**src/rtl/uart_tx.sv**
```systemverilog
// uart_tx: 8N1 serial transmitter (MSB first, 16 s_tick per bit) with a one-entry holding register.
// Optional UART_TX_TWO_STOP_EN macro stretches the stop phase to two bit periods.
`timescale 1ns/1ps
module uart_tx (
  input  logic       clk,
  input  logic       reset,
  input  logic       s_tick,
  input  logic [7:0] din,
  input  logic       tx_start,
  output logic       tx_ready,
  output logic       tx,
  output logic       tx_busy,
  output logic       tx_done_flag
);
  localparam logic [1:0] IDLE  = 2'd0;
  localparam logic [1:0] START = 2'd1;
  localparam logic [1:0] DATA  = 2'd2;
  localparam logic [1:0] STOP  = 2'd3;
  logic [1:0] state;
  logic [3:0] tick;
  logic [2:0] nbit;
  logic [7:0] shreg, hold;
  logic       hold_full, adv, stop_last, frame_end, load;
`ifdef UART_TX_TWO_STOP_EN
  assign stop_last = nbit[0];
`else
  assign stop_last = 1'b1;
`endif
  assign tx_ready  = ~hold_full;
  assign tx_busy   = state != IDLE;
  assign adv       = s_tick && tick == 4'd15;
  assign frame_end = state == STOP && adv && stop_last;
  // A pending byte loads straight from IDLE or on the edge the stop bit ends, so frames abut.
  assign load      = hold_full && (state == IDLE || frame_end);
  always_ff @(posedge clk or negedge reset) begin
    if (!reset) begin
      state        <= IDLE;
      tick         <= 4'd0;
      nbit         <= 3'd0;
      shreg        <= 8'd0;
      hold         <= 8'd0;
      hold_full    <= 1'b0;
      tx           <= 1'b1;
      tx_done_flag <= 1'b0;
    end else begin
      tx_done_flag <= frame_end;
      if (tx_start && tx_ready) begin
        hold      <= din;
        hold_full <= 1'b1;
      end
      if (state != IDLE && s_tick) tick <= tick + 4'd1;
      if (load) begin
        shreg     <= hold;
        hold_full <= 1'b0;
        tick      <= 4'd0;
        nbit      <= 3'd0;
        state     <= START;
        tx        <= 1'b0;
      end else begin
        case (state)
          IDLE: tx <= 1'b1;
          START: if (adv) begin
            state <= DATA;
            nbit  <= 3'd0;
            tx    <= shreg[7];
            shreg <= {shreg[6:0], 1'b0};
          end
          DATA: if (adv) begin
            if (nbit == 3'd7) begin
              state <= STOP;
              nbit  <= 3'd0;
              tx    <= 1'b1;
            end else begin
              nbit  <= nbit + 3'd1;
              tx    <= shreg[7];
              shreg <= {shreg[6:0], 1'b0};
            end
          end
          STOP: if (adv) begin
            if (stop_last) state <= IDLE;
            else nbit <= nbit + 3'd1;
          end
          default: state <= IDLE;
        endcase
      end
    end
  end
endmodule

```
**config.mk**
```make
export PLATFORM = sky130hd
export DESIGN_NAME = uart_tx
export DESIGN_NICKNAME = d
export VERILOG_FILES = /design/src/rtl/uart_tx.sv
export SDC_FILE = /design/constraint.sdc
export NUM_CORES = 1
export LEC_CHECK = 0
export BUFFER_PORTS_ARGS = -buffer_cell sky130_fd_sc_hd__clkbuf_2
export CAP_MARGIN = 20
export CORE_MARGIN = 2
export CORE_UTILIZATION = 35
export DETAILED_ROUTE_END_ITERATION = 6
export GPL_TIMING_DRIVEN = 1
export MAX_ROUTING_LAYER = met4
export PLACE_DENSITY_LB_ADDON = 0.3
export SLEW_MARGIN = 30
export SYNTH_ARGS = -nofsm -noshare
export SYNTH_HDL_FRONTEND = slang
export SYNTH_SLANG_ARGS = --single-unit
```
**constraint.sdc**
```tcl
create_clock -name clk -period 3.5 [get_ports clk]
set_clock_uncertainty 0.05 [all_clocks]
set_input_delay 0.35 -clock clk [delete_from_list [all_inputs] [get_ports clk]]
set_output_delay 0.35 -clock clk [all_outputs]
set_load 0.1 [all_outputs]
```
# Word-level counts from Yosys, hierarchy flattened
# Index checks and enable logic that the tools add are counted.
[op_classes]
addsub = 2
eq_ne = 10
mux = 25
bitwise = 1
n_reduce_logical = 17
[op_table]
columns = ["op", "count"]
rows = [
  ["$mux W8", 4],
  ["$pmux W8 S2", 1],
  ["$ne A3 B3 Y1 const B", 5],
  ["$mux W3", 4],
  ["$mux W2", 5],
  ["$mux W4", 2],
  ["$reduce_bool A4 Y1", 2],
  ["$mux W1", 6],
  ["$pmux W2 S3", 1],
  ["$pmux W3 S2", 1],
  ["$reduce_and A3 Y1", 2],
  ["$reduce_bool A2 Y1", 3],
  ["$logic_and A1 B1 Y1", 5],
  ["$reduce_and A5 Y1", 1],
  ["$add A4 B1 Y4 const B", 1],
  ["$eq A2 B2 Y1 const B", 2],
  ["$eq A4 B4 Y1 const B", 1],
  ["$reduce_and A4 Y1", 1],
  ["$add A3 B1 Y3 const B", 1],
  ["$eq A3 B3 Y1 const B", 1],
  ["$pmux W1 S3", 1],
  ["$reduce_bool A3 Y1", 1],
  ["$eq A2 B1 Y1 const B", 1],
  ["$logic_not A2 Y1", 1],
  ["other kinds (2)", 2],
]
[word_totals]
ff_bits = 28
input_bits = 12
out_inout_bits = 4
elab_cells = 63

# Logic depth before layout (Yosys ltp)
[logic_depth]
ltp_word = 7
depth_mapped = 7
mapped_depth_nobuf = 6

# Worst setup path after synthesis
# OpenSTA, ideal clock, no wires.
[synth_timing]
path_type = "reg2out"
startpoint = "register state[0]"
endpoint = "output port tx_busy"
t_arrival_ps = 1317
t_required_ps = 3100
slack_ps = 1783
path_stages_with_launch = 4
n_path_buf = 0
cell_sequence = "dfrtp_1 inv_1 ha_1 inv_1"
[synth_via]
elab_chain_len = 1
[synth_lines]
columns = ["item", "line", "rtl"]
rows = [
  ["start, declared", "19", "logic [1:0] state;"],
  ["start signal, assigned", "37", "state <= IDLE;"],
  ["start signal, assigned", "57", "state <= START;"],
  ["start signal, assigned", "63", "state <= DATA;"],
  ["$reduce_bool A2 Y1", "30", "assign tx_busy = state != IDLE;"],
  ["end, declared", "12", "output logic tx_busy,"],
]
# No other way between the ends.

# Final worst setup path
[layout_timing]
startpoint = "register tick[0]"
endpoint = "register nbit[1]"
[layout_via]
elab_chain_len = 7
elab_cells_between_ends = 10
cone_classes = "eq/ne (3); mux (1); reduce/logical (6)"
[layout_lines]
columns = ["item", "line", "rtl"]
rows = [
  ["start, declared", "20", "logic [3:0] tick;"],
  ["start signal, assigned", "51", "if (state != IDLE && s_tick) tick <= tick + 4'd1;"],
  ["$eq A4 B4 Y1 (*)", "31", "assign adv = s_tick && tick == 4'd15;"],
  ["$logic_and A1 B1 Y1 (*)", "31", ""],
  ["$logic_and A1 B1 Y1", "32", "assign frame_end = state == STOP && adv && stop_last;"],
  ["$logic_or A1 B1 Y1", "34", "assign load = hold_full && (state == IDLE || frame_end);"],
  ["$logic_and A1 B1 Y1", "34", ""],
  ["$ne A3 B3 Y1 (no line) / $reduce_bool A3 Y1 (equally long branches)", "-", ""],
  ["$reduce_and A3 Y1 (no line)", "-", ""],
  ["end signal, assigned", "74", "nbit <= nbit + 3'd1;"],
  ["end signal, assigned", "81", "else nbit <= nbit + 3'd1;"],
  ["end, declared", "21", "logic [2:0] nbit;"],
]
# Every way passes the cells marked *; elsewhere a longest branch is shown, timed or not.
# A chain may end at the register's enable or synchronous reset.

==> summary.txt <==
STA
  – Final WS setup: 1.45 ns
  – Final Hold Viols: 0
  – Max Freq: 488 MHz
  – TNS Setup: 0 ns
  – RSZ-0062 raised after global routing: no
  – Max-slew headroom: 44.2%
  – Final period util: 58.6%
  – Fin Hold WS: 0.0585 ns
  – Final slew viol count: 0
  – Post-route minimum period: 2.05 ns
  – Final setup violating endpoints: 0
  – Worst slew pin tran: 0.835 ns

Placed design
  – Pre-CTS setup slack: 1.44 ns
  – Routability cong.: 0.845
  – HPWL Detailed: 1.89 mm
  – IO Port Bufs: 15

Clock tree
  – Clock slew at reported path FFs: 0.10 ns
  – Setup bufs post-CTS: 0
  – TritonCTS clock tree: built
  – Clk sinks: 28
  – H-Tree Depth: 1
  – Clock Latency Late Sink: 0.27 ns
  – Bufs on Longest Clock Path: 2
  – # hold bufs at CTS: 0
  – Clk root buf: clkbuf_8
  – Total CTS buffers: 3
  – Post-cts resize count: 0

Global routing
  – Initial antenna violation count: 0
  – Global-route wire length before repair: 4.70 mm
  – Pin count of the biggest net entering global routing: 29
  – GR Util All Layers: 13.6%
  – Vias in the first global route: 1039
  – GRT overflow: 0

Route
  – Wire per inst: 13.5 um
  – Drt via density: 5.15
  – Initial DRC count: 38
  – DR DRC count: 0
  – Routed WL: 2.59 mm
  – DR pass1 iterations: 4
  – Antenna-violating nets left: 0
  – DR vias: 983

Run
  – Max cap viols: 0

Floorplanning
  – Die height: 68.3 um
  – Core Region: 4000 um^2
  – Die area: 4670 um^2
  – Die Span X: 68.3 um
  – FP Rows: 23
  – Ports: 16
  – Initial Util: 36.2%

Worst setup path
  – CP top delay family: compound AO/OA/AOI/OAI gates
  – CP peak stage delay: 0.60 ns
  – Worst Setup Path Type: reg2reg
  – Cell Chain, Critical Path: ha_1, nand4_4, o21ai_4, a21oi_1, a32o_1
  – Crit path DAT: 2.17 ns
  – CP required: 3.62 ns
  – Slowest cell on crit path: o21ai_4
  – Worst setup SP type: flip-flop
  – Worst Path Buf+Inv: 0
  – CP endpoint kind: flip-flop
  – Critical path peak fanout: 24

Yosys
  – Netlist cell types: 35
  – Synth warnings: 0
  – Mapped Area: 1450 um^2
  – Async S/R FF share, synth: 100%
  – Part of the Yosys area used for sequential elements: 48.5%
  – Synth top cells by count: 27 x dfrtp_1, 14 x nand2_1, 9 x mux2_2
  – Ranking of synthesized cells by area: dfrtp_1 47%, mux2_2 7.0%, ha_1 6.9%, mux2i_1 5.5%, o21ai_2 4.2%
  – Post-synth net total: 145
  – Synth area leader: dfrtp_1
  – Seq cells post-synth: 28
  – Main synth FF type: dfrtp_1
  – Number of enable flip-flop cells after synthesis: 0
  – Avg Inst Size Synth: 11.6 um^2
  – Most frequent cell after synthesis: dfrtp_1
  – Mapped Cells: 125
  – Post-synth top area share: 46.7%

Layout
  – Area growth syn-to-layout: 13.2%
  – Final Core Density: 41.0%
  – Number of diodes: 0
  – Layout cell share with drive strength beyond 1: 29.8%
  – Final Net Count: 162

Min path
  – Hold WC Path Type: in2async

Power and ir drop
  – Peak VDD IR: 0.349 mV
  – PwrDens: 951 nW/um^2
  – Leak pwr: 0.745 nW
  – Tot Pwr: 1.56 mW

Outcome
  – Status: finished clean
-- flip-flops by register name (all words and copies together) (netlist names) --
signal and count:
hold 8, shreg 8, tick 4, nbit 3, state 2, hold_full 1
tx 1, tx_done_flag 1
-- final cells by class --
class	count	area [um^2]
fill	375	2360
timing repair buffer	15	75.1
clock inverter	1	30.0
sequential	28	702
multi-input combinational	88	706
clock buffer	3	41.3
tap	50	62.6
inverter	6	22.5
-- worst reg2reg max path: stages, from the launching register on --
cell     delay [ns]
dfrtp_1        0.43
ha_1           0.25
nand4_4        0.15
o21ai_4        0.60
a21oi_1        0.16
a32o_1         0.31
-- kinds of logic (layout without fill, tap and decap cells) --
logic type / after synthesis / in the layout / synth area share [%]
AO/OA/AOI/OAI: 29 / 29 / 16.6
XOR/XNOR: 2 / 2 / 1.21
adder cells (fa/ha/maj): 8 / 8 / 6.91
buffers and inverters: 9 / 25 / 2.77
flip-flops: 28 / 28 / 48.5
multiplexers: 17 / 17 / 12.5
AND/OR/NAND/NOR: 32 / 32 / 11.5
-- layer usage --
metal	vias up	routed length [um]	GRT usage (%)
met5	-	0	-
met4	0	15	4.50
met3	2	63	1.97
met2	13	1280	22.3
met1	486	1230	17.4
li1	482	-	-
-- cell usage in the layout (no fill, tap or decap), types with 2 or more instances in the layout --
cell	n
a21oi_1	5
a2bb2oi_1	2
a32o_1	2
clkbuf_2	15
clkbuf_8	3
dfrtp_1	27
ha_1	8
inv_1	6
mux2_2	9
mux2i_1	8
nand2_1	14
nand2b_1	2
nor2_1	8
o21ai_2	7
o22ai_1	3
xor2_1	2
-- metrics by stage --
step | cells | area [um^2]
floorplan | 125 | 1450
global route | 191 | 1640
detailed placement | 187 | 1570
CTS | 191 | 1640
finish | 191 | 1640
global placement | 187 | 1570
-- final timing paths --
path	startpoint	end	slack (ns)	cells after the start
worst max register to register	tick[0]	nbit[1]	1.45	5
min in group clk	din[3]	hold[3]	0.25	2
worst min-delay path	reset	nbit[0]	0.06	1
max in group asynchronous	reset	tick[3]	2.89	1
worst min register to register	tx	tx	0.43	2
worst max-delay path	tick[0]	nbit[1]	1.45	5
-- where the power goes --
part	leakage, nW	internal, mW	switching [mW]
logic	0.365	0.282	0.440
registers	0.344	0.474	0.108
clock network	0.0357	0.153	0.103
No activity file was read; power rests on OpenSTA's default activity.
